[config.mk]
export PLATFORM = sky130hd
export DESIGN_NAME = writeback_arbiter
export DESIGN_NICKNAME = d
export VERILOG_FILES = /design/src/rtl/cpu_wb_pkg.sv /design/src/rtl/wb_starve_ctr.sv /design/src/rtl/writeback_arbiter.sv
export SDC_FILE = /design/constraint.sdc
export NUM_CORES = 1
export LEC_CHECK = 0
export ABC_CLOCK_PERIOD_IN_PS = 2300
export CAP_MARGIN = 20
export CORE_MARGIN = 5
export CORE_UTILIZATION = 43
export CTS_CLUSTER_SIZE = 25
export DETAILED_ROUTE_END_ITERATION = 7
export PLACE_DENSITY = 0.81
export SLEW_MARGIN = 20
export SYNTH_ARGS = -nofsm -noshare
export SYNTH_HDL_FRONTEND = slang
export SYNTH_HIERARCHICAL = 1
export SYNTH_SLANG_ARGS = --single-unit
[constraint.sdc]
create_clock -name clk -period 2.3 [get_ports clk]
set_clock_uncertainty 0.1 [all_clocks]
set_input_delay 0.46 -clock clk [delete_from_list [all_inputs] [get_ports clk]]
set_output_delay 0.46 -clock clk [all_outputs]
set_load 0.01 [all_outputs]
[src/rtl/cpu_wb_pkg.sv]
// Shared types for the writeback arbiter: priority states, grant source encoding
// and the hard-wired zero register index.
package cpu_wb_pkg;

    typedef enum logic {
        PRI_LSU = 1'b0,
        PRI_ALU = 1'b1
    } wb_pri_e;

    typedef enum logic [1:0] {
        SRC_NONE = 2'd0,
        SRC_ALU  = 2'd1,
        SRC_LSU  = 2'd2
    } wb_src_e;

    localparam int unsigned REG_ZERO = 0;

    // Two-way priority pick: the first source wins when valid, else the second.
    function automatic wb_src_e wb_pick(
        input logic    first_valid,
        input wb_src_e first_src,
        input logic    second_valid,
        input wb_src_e second_src
    );
        wb_src_e pick;
        pick = SRC_NONE;
        if (first_valid) begin
            pick = first_src;
        end else if (second_valid) begin
            pick = second_src;
        end
        return pick;
    endfunction

endpackage

[src/rtl/wb_starve_ctr.sv]
// Saturating count of consecutive stalled ALU cycles; starve_hit flags the stall
// that brings the count to LIMIT so the arbiter can hand the ALU the next cycle.
module wb_starve_ctr #(
    parameter int unsigned LIMIT = 4
) (
    input  logic clk,
    input  logic rst,
    input  logic valid,
    input  logic ready,
    output logic starve_hit
);

    localparam int unsigned CTR_W = $clog2(LIMIT + 1);

    logic [CTR_W-1:0] cnt;
    logic             stall;

    assign stall      = valid && !ready;
    assign starve_hit = stall && (cnt == CTR_W'(LIMIT - 1));

    // Clears on idle or transfer, and when the hit hands priority over.
    always_ff @(posedge clk) begin
        if (rst) begin
            cnt <= '0;
        end else if (!stall || starve_hit) begin
            cnt <= '0;
        end else if (cnt != CTR_W'(LIMIT)) begin
            cnt <= cnt + CTR_W'(1);
        end
    end

endmodule

[src/rtl/writeback_arbiter.sv]
// Writeback arbiter: merges ALU and LSU results onto the register file write port.
// Define WB_STARVE_GUARD_EN to give a starved ALU one cycle of priority.
module writeback_arbiter
    import cpu_wb_pkg::*;
#(
    parameter int unsigned DATA_W       = 32,
    parameter int unsigned ADDR_W       = 5,
`ifdef WB_STARVE_GUARD_EN
    parameter int unsigned STARVE_LIMIT = 4,
`endif
    parameter int unsigned CNT_W        = 32
) (
    input  logic              clk,
    input  logic              rst,
    input  logic              alu_valid,
    output logic              alu_ready,
    input  logic [ADDR_W-1:0] alu_rd,
    input  logic [DATA_W-1:0] alu_data,
    input  logic              lsu_valid,
    output logic              lsu_ready,
    input  logic [ADDR_W-1:0] lsu_rd,
    input  logic [DATA_W-1:0] lsu_data,
    output logic [ADDR_W-1:0] addr_w,
    output logic [DATA_W-1:0] data_w,
    output logic              write_en,
    output logic [CNT_W-1:0]  wb_count
);

    wb_src_e           grant;
    logic [ADDR_W-1:0] sel_rd;
    logic [DATA_W-1:0] sel_data;
    logic              sel_commit;

`ifdef WB_STARVE_GUARD_EN
    wb_pri_e pri;
    logic    starve_hit;

    wb_starve_ctr #(
        .LIMIT (STARVE_LIMIT)
    ) u_starve_ctr (
        .clk        (clk),
        .rst        (rst),
        .valid      (alu_valid),
        .ready      (alu_ready),
        .starve_hit (starve_hit)
    );

    // Priority FSM: one ALU-first cycle after a starvation hit, then back to LSU-first.
    always_ff @(posedge clk) begin
        if (rst) begin
            pri <= PRI_LSU;
        end else begin
            case (pri)
                PRI_LSU: if (starve_hit) pri <= PRI_ALU;
                PRI_ALU: pri <= PRI_LSU;
                default: pri <= PRI_LSU;
            endcase
        end
    end
`endif

    // Grant selection; nothing is accepted while in reset.
    always_comb begin
        grant = SRC_NONE;
        if (!rst) begin
`ifdef WB_STARVE_GUARD_EN
            if (pri == PRI_ALU) begin
                grant = wb_pick(alu_valid, SRC_ALU, lsu_valid, SRC_LSU);
            end else begin
                grant = wb_pick(lsu_valid, SRC_LSU, alu_valid, SRC_ALU);
            end
`else
            grant = wb_pick(lsu_valid, SRC_LSU, alu_valid, SRC_ALU);
`endif
        end
    end

    assign alu_ready = (grant == SRC_ALU);
    assign lsu_ready = (grant == SRC_LSU);

    always_comb begin
        sel_rd   = lsu_rd;
        sel_data = lsu_data;
        if (grant == SRC_ALU) begin
            sel_rd   = alu_rd;
            sel_data = alu_data;
        end
    end

    assign sel_commit = (grant != SRC_NONE) && (sel_rd != ADDR_W'(REG_ZERO));

    // Write port registers; an R0 beat is consumed but never strobes or counts.
    always_ff @(posedge clk) begin
        if (rst) begin
            addr_w   <= '0;
            data_w   <= '0;
            write_en <= 1'b0;
            wb_count <= '0;
        end else begin
            write_en <= sel_commit;
            if (grant != SRC_NONE) begin
                addr_w <= sel_rd;
                data_w <= sel_data;
            end
            if (sel_commit) begin
                wb_count <= wb_count + CNT_W'(1);
            end
        end
    end

endmodule
# [Word-level counts from Yosys, hierarchy flattened]
# Index checks and enable logic that the tools add are counted.
[totals] wordCells=15 input_bits=78 out_inout_bits=72 register_bits=70
[op_classes] reduce_logical=3 muxes=5 n_eq_ne=2 n_addsub=1
[ops] cell="$add A32 B1 Y32 const B" n=1
[ops] cell="$mux W32" n=1
[ops] cell="$mux W5" n=1
[ops] cell="$reduce_bool A5 Y1" n=1
[ops] cell="$mux W2" n=2
[ops] cell="$eq A2 B1 Y1 const B" n=1
[ops] cell="$eq A2 B2 Y1 const B" n=1
[ops] cell="$reduce_bool A2 Y1" n=1
[ops] cell="$logic_and A1 B1 Y1" n=1
[ops] cell="$mux W1" n=1

# [Longest topological paths before layout]
[depth] ltp_word=7 ltp_mapped=6 mapped_depth_nobuf=5

# [Least setup slack after synthesis]
# No wires, ideal clock.
[synth_timing] path_type="in2reg" start="input rst" end="register wb_count[25]" setup_time_ns=0.121 n_path_buf=1 setup_slack_ns=0.201 stages=5 required_time_ns=2.079 arrival_time_ns=1.878 cell_sequence="buf_2 > and2b_1 > o211ai_4 > a2111oi_0 > mux2_2"
[synth_via] elab_chain_len=5 word_cells_on_any_way=6 cone_classes="1 x eq/ne; 2 x mux; 3 x reduce/logical"
[synth_lines] item="start: declaration" line="writeback_arbiter.sv:14" source="input logic rst,"
[synth_lines] item="$mux W2" line="writeback_arbiter.sv:65" source="if (!rst) begin"
[synth_lines] item="$eq A2 B1 Y1" line="writeback_arbiter.sv:84" source="if (grant == SRC_ALU) begin"
[synth_lines] item="$mux W5" line="writeback_arbiter.sv:84"
[synth_lines] item="$reduce_bool A5 Y1" line="writeback_arbiter.sv:90" source="assign sel_commit = (grant != SRC_NONE) && (sel_rd != ADDR_W'(REG_ZERO));"
[synth_lines] item="$logic_and A1 B1 Y1" line="writeback_arbiter.sv:90"
[synth_lines] item="end signal: assignment" line="writeback_arbiter.sv:106" source="wb_count <= wb_count + CNT_W'(1);"
[synth_lines] item="end: declaration" line="writeback_arbiter.sv:26" source="output logic [CNT_W-1:0] wb_count"
# Several ways; a longest one is shown, not always the timed one.
# A chain may end at the register's enable or synchronous reset.

# [Final worst setup path]
[layout_timing] start="input lsu_rd[2]" end="register wb_count[18]"
[layout_via] elab_chain_len=3
[layout_lines] item="start: declaration" line="writeback_arbiter.sv:21" source="input logic [ADDR_W-1:0] lsu_rd,"
[layout_lines] item="$mux W5" line="writeback_arbiter.sv:84"
[layout_lines] item="$reduce_bool A5 Y1" line="writeback_arbiter.sv:90"
[layout_lines] item="$logic_and A1 B1 Y1" line="writeback_arbiter.sv:90"
# Every way passes these cells.

==> results.toml <==
[run_status]
outcome = "complete, no violations"

[timing]
fin_crit_ns = 2.179
drv_slew = 0
max_freq_mhz = 458.8
rsz0062_at_grt = "false"
fin_crit_sh = 0.9476
setup_viol = 0
tns_ns = 0
hold_violations = 0
worst_slew_margin_rel = 0.5325
tightest_slew_ns = 0.7013

[yosys]
yosysMostFrequentCell = "nor2_1"
synth_top_cell_by_area = "dfxtp_1"
synth_nets = 497
synthTopCellsByArea = "dfxtp_1 39%, mux2i_1 11%, nor2_1 11%"
synth_top_area_frac = 0.3902
synth_cell_type_count = 38
ys_ff_latch = 70
syn_area_mm2 = 0.003591
yosys_warnings = 6
yosysSeqAreaShare = 0.3902
synth_cells = 418
async_flop_share = 0
synth-edff-count = 0
ys_top_cells_by_count = "103 x nor2_1, 70 x dfxtp_1, 47 x a21oi_1"
synth_area_per_cell_um2 = 8.591
synth-main-ff-cell = "dfxtp_1"

[global_route]
grt_start_max_net_pins = 75
grt_use_total = 0.2103
top_usage_layer = "met2"
antenna_found_initial = 0
grt_pass1_vias = 3634
grt_pass1_wl_um = 17260
grt_util_met1 = 0.2388
grt_use_met2 = 0.3546
use_met3 = 0.08815
grt-ovfl-total = 0

[finish]
antenna_cells = 0
seqCellArea_mm2 = 0.001401
num-fill-cells = 695
num-nets-final = 658
syn_to_final_growth_pct = 52.54
final_cells = 686
multi_input_area_mm2 = 0.002032
drive_gt1_frac = 0.1308

[route]
drtIter0Drc = 114
wl_per_cell_um = 15.56
dr.pass1.iters = 5
post_drt_via_cell_ratio = 5.140
ant_nets = 0
drc = 0
num_vias = 3526
finalWirelength_um = 10680

[critical_path]
cp.arrival_ns = 2.32
critPathMaxFanout = 9
path_cells = "clkdlybuf4s50_1, or4_4, o211ai_2, buf_4, buf_4, a211oi_1, mux2_2"
worstSetupEndpointType = "flip-flop"
crit_type = "in2reg"
crit_family = "buffers and inverters"
start_kind = "primary input"
slowest_stage = "or4_4"
worstPathRequired_ns = 2.44
r2r_slack_ns = 0.14
cp_slowest_stage_delay_ns = 0.60
crit_path_frequent_cell = "buf_4"
critical_path_buf_inv_count = 3

[clock_tree]
clkLatencyLatePin_ns = 0.34
cts_hold_buf = 0
cts_made_buffers = 9
clock_path_buffers = 2
post-cts-setup-buffer-count = 0
tritoncts = "yes"
root_buffer = "clkbuf_8"
cts_sinks = 70
cts-htree-levels = 3
path_clk_slew_ns = 0.07
cts_resized = 0

[die]
die_h_um = 101.4
rows = 33
io_pins = 150
start_util = 0.4392
coreArea_mm2 = 0.008175
die_w_um = 101.4
die_area_mm2 = 0.01028

[min_path]
hp-class = "reg2reg"

[placed_design]
dp.cells = 673
io_buffers = 149
dp.final_hpwl_um = 8035
place_congestion = 0.7853

[power]
leakagePower_uw = 0.002187
ir_drop_mv = 0.3046
finalPower_uw = 2720
p_per_area_mw_per_mm2 = 496.5

[run]
cap_violations = 0
-- metrics by stage --
stage               utilization  hold slack (ns)  cell area [um2]  setup slack, ns
global placement         0.6485           0.3780             5301          -0.1798
global route             0.6700           0.4101             5478          0.02209
CTS                      0.6700           0.4018             5478           0.1296
detailed placement       0.6485           0.3861             5301          -0.2263
finish                   0.6700           0.4000             5478           0.1206
floorplan                     -           0.3923             3591           0.2009
-- metal layers --
layer	wire length, um	part of all wire
met4	170	0.016
met2	5168	0.48
met3	1111	0.10
met5	0	0
met1	4225	0.40
-- worst reg2reg max path, cell delays in order (launching register included) --
cell       delay [ns]
dfxtp_1          0.40
ha_1             0.18
and2_1           0.21
o211ai_2         0.11
buf_4            0.18
a2111oi_0        0.49
mux2_2           0.39
-- layout make-up --
type,count,share of cell area
clock buffers,11,0.02581
clock inverters,2,0.006396
inverters,4,0.002741
multi-input cells,314,0.3709
flip-flops and latches,70,0.2558
well taps,105,0.02398
repair buffers,180,0.3143
-- sequential cells by signal, indices dropped and copies added (netlist names) --
name / cells
write_en: 1
wb_count: 32
addr_w: 5
data_w: 32
-- power by group --
group	switching (uW)	internal, uW	total (uW)
logic	200	277	478
clock network	444	512	956
registers	26.8	1260	1290
-- final timing paths --
path	cells after the start	to	from
min	2	wb_count[1]	wb_count[1]
min reg2reg	2	wb_count[1]	wb_count[1]
max reg2reg	6	wb_count[26]	wb_count[0]
max	7	wb_count[18]	lsu_rd[2]
-- kinds of logic (layout without fill, tap and decap cells) --
logic type | Yosys count | after routing | synth area share
AOI/OAI and AO/OA | 79 | 79 | 0.1443
adders and majority gates | 1 | 1 | 0.003484
buffers and inverters | 34 | 197 | 0.04390
DFF | 70 | 70 | 0.3902
muxes | 66 | 66 | 0.1969
and+or+nand+nor | 168 | 168 | 0.2213
-- cells in the final DEF, fill, tap and decap left out, types with 3 or more instances in the layout --
master,n
a21oi_1,47
nor2_1,103
mux2_1,4
nand2b_1,4
clkdlybuf4s50_1,146
inv_1,4
buf_4,30
dfxtp_1,70
nand3_1,11
mux2i_1,41
a211oi_1,11
a2111oi_0,6
nand2_1,9
mux2_2,17
clkbuf_8,10
and4_1,4
mux2_4,4
buf_2,3
nor2b_1,21
o21ai_0,4
and3_1,3
nand4_1,4
Note: power is estimated with default switching activity, not from simulation.
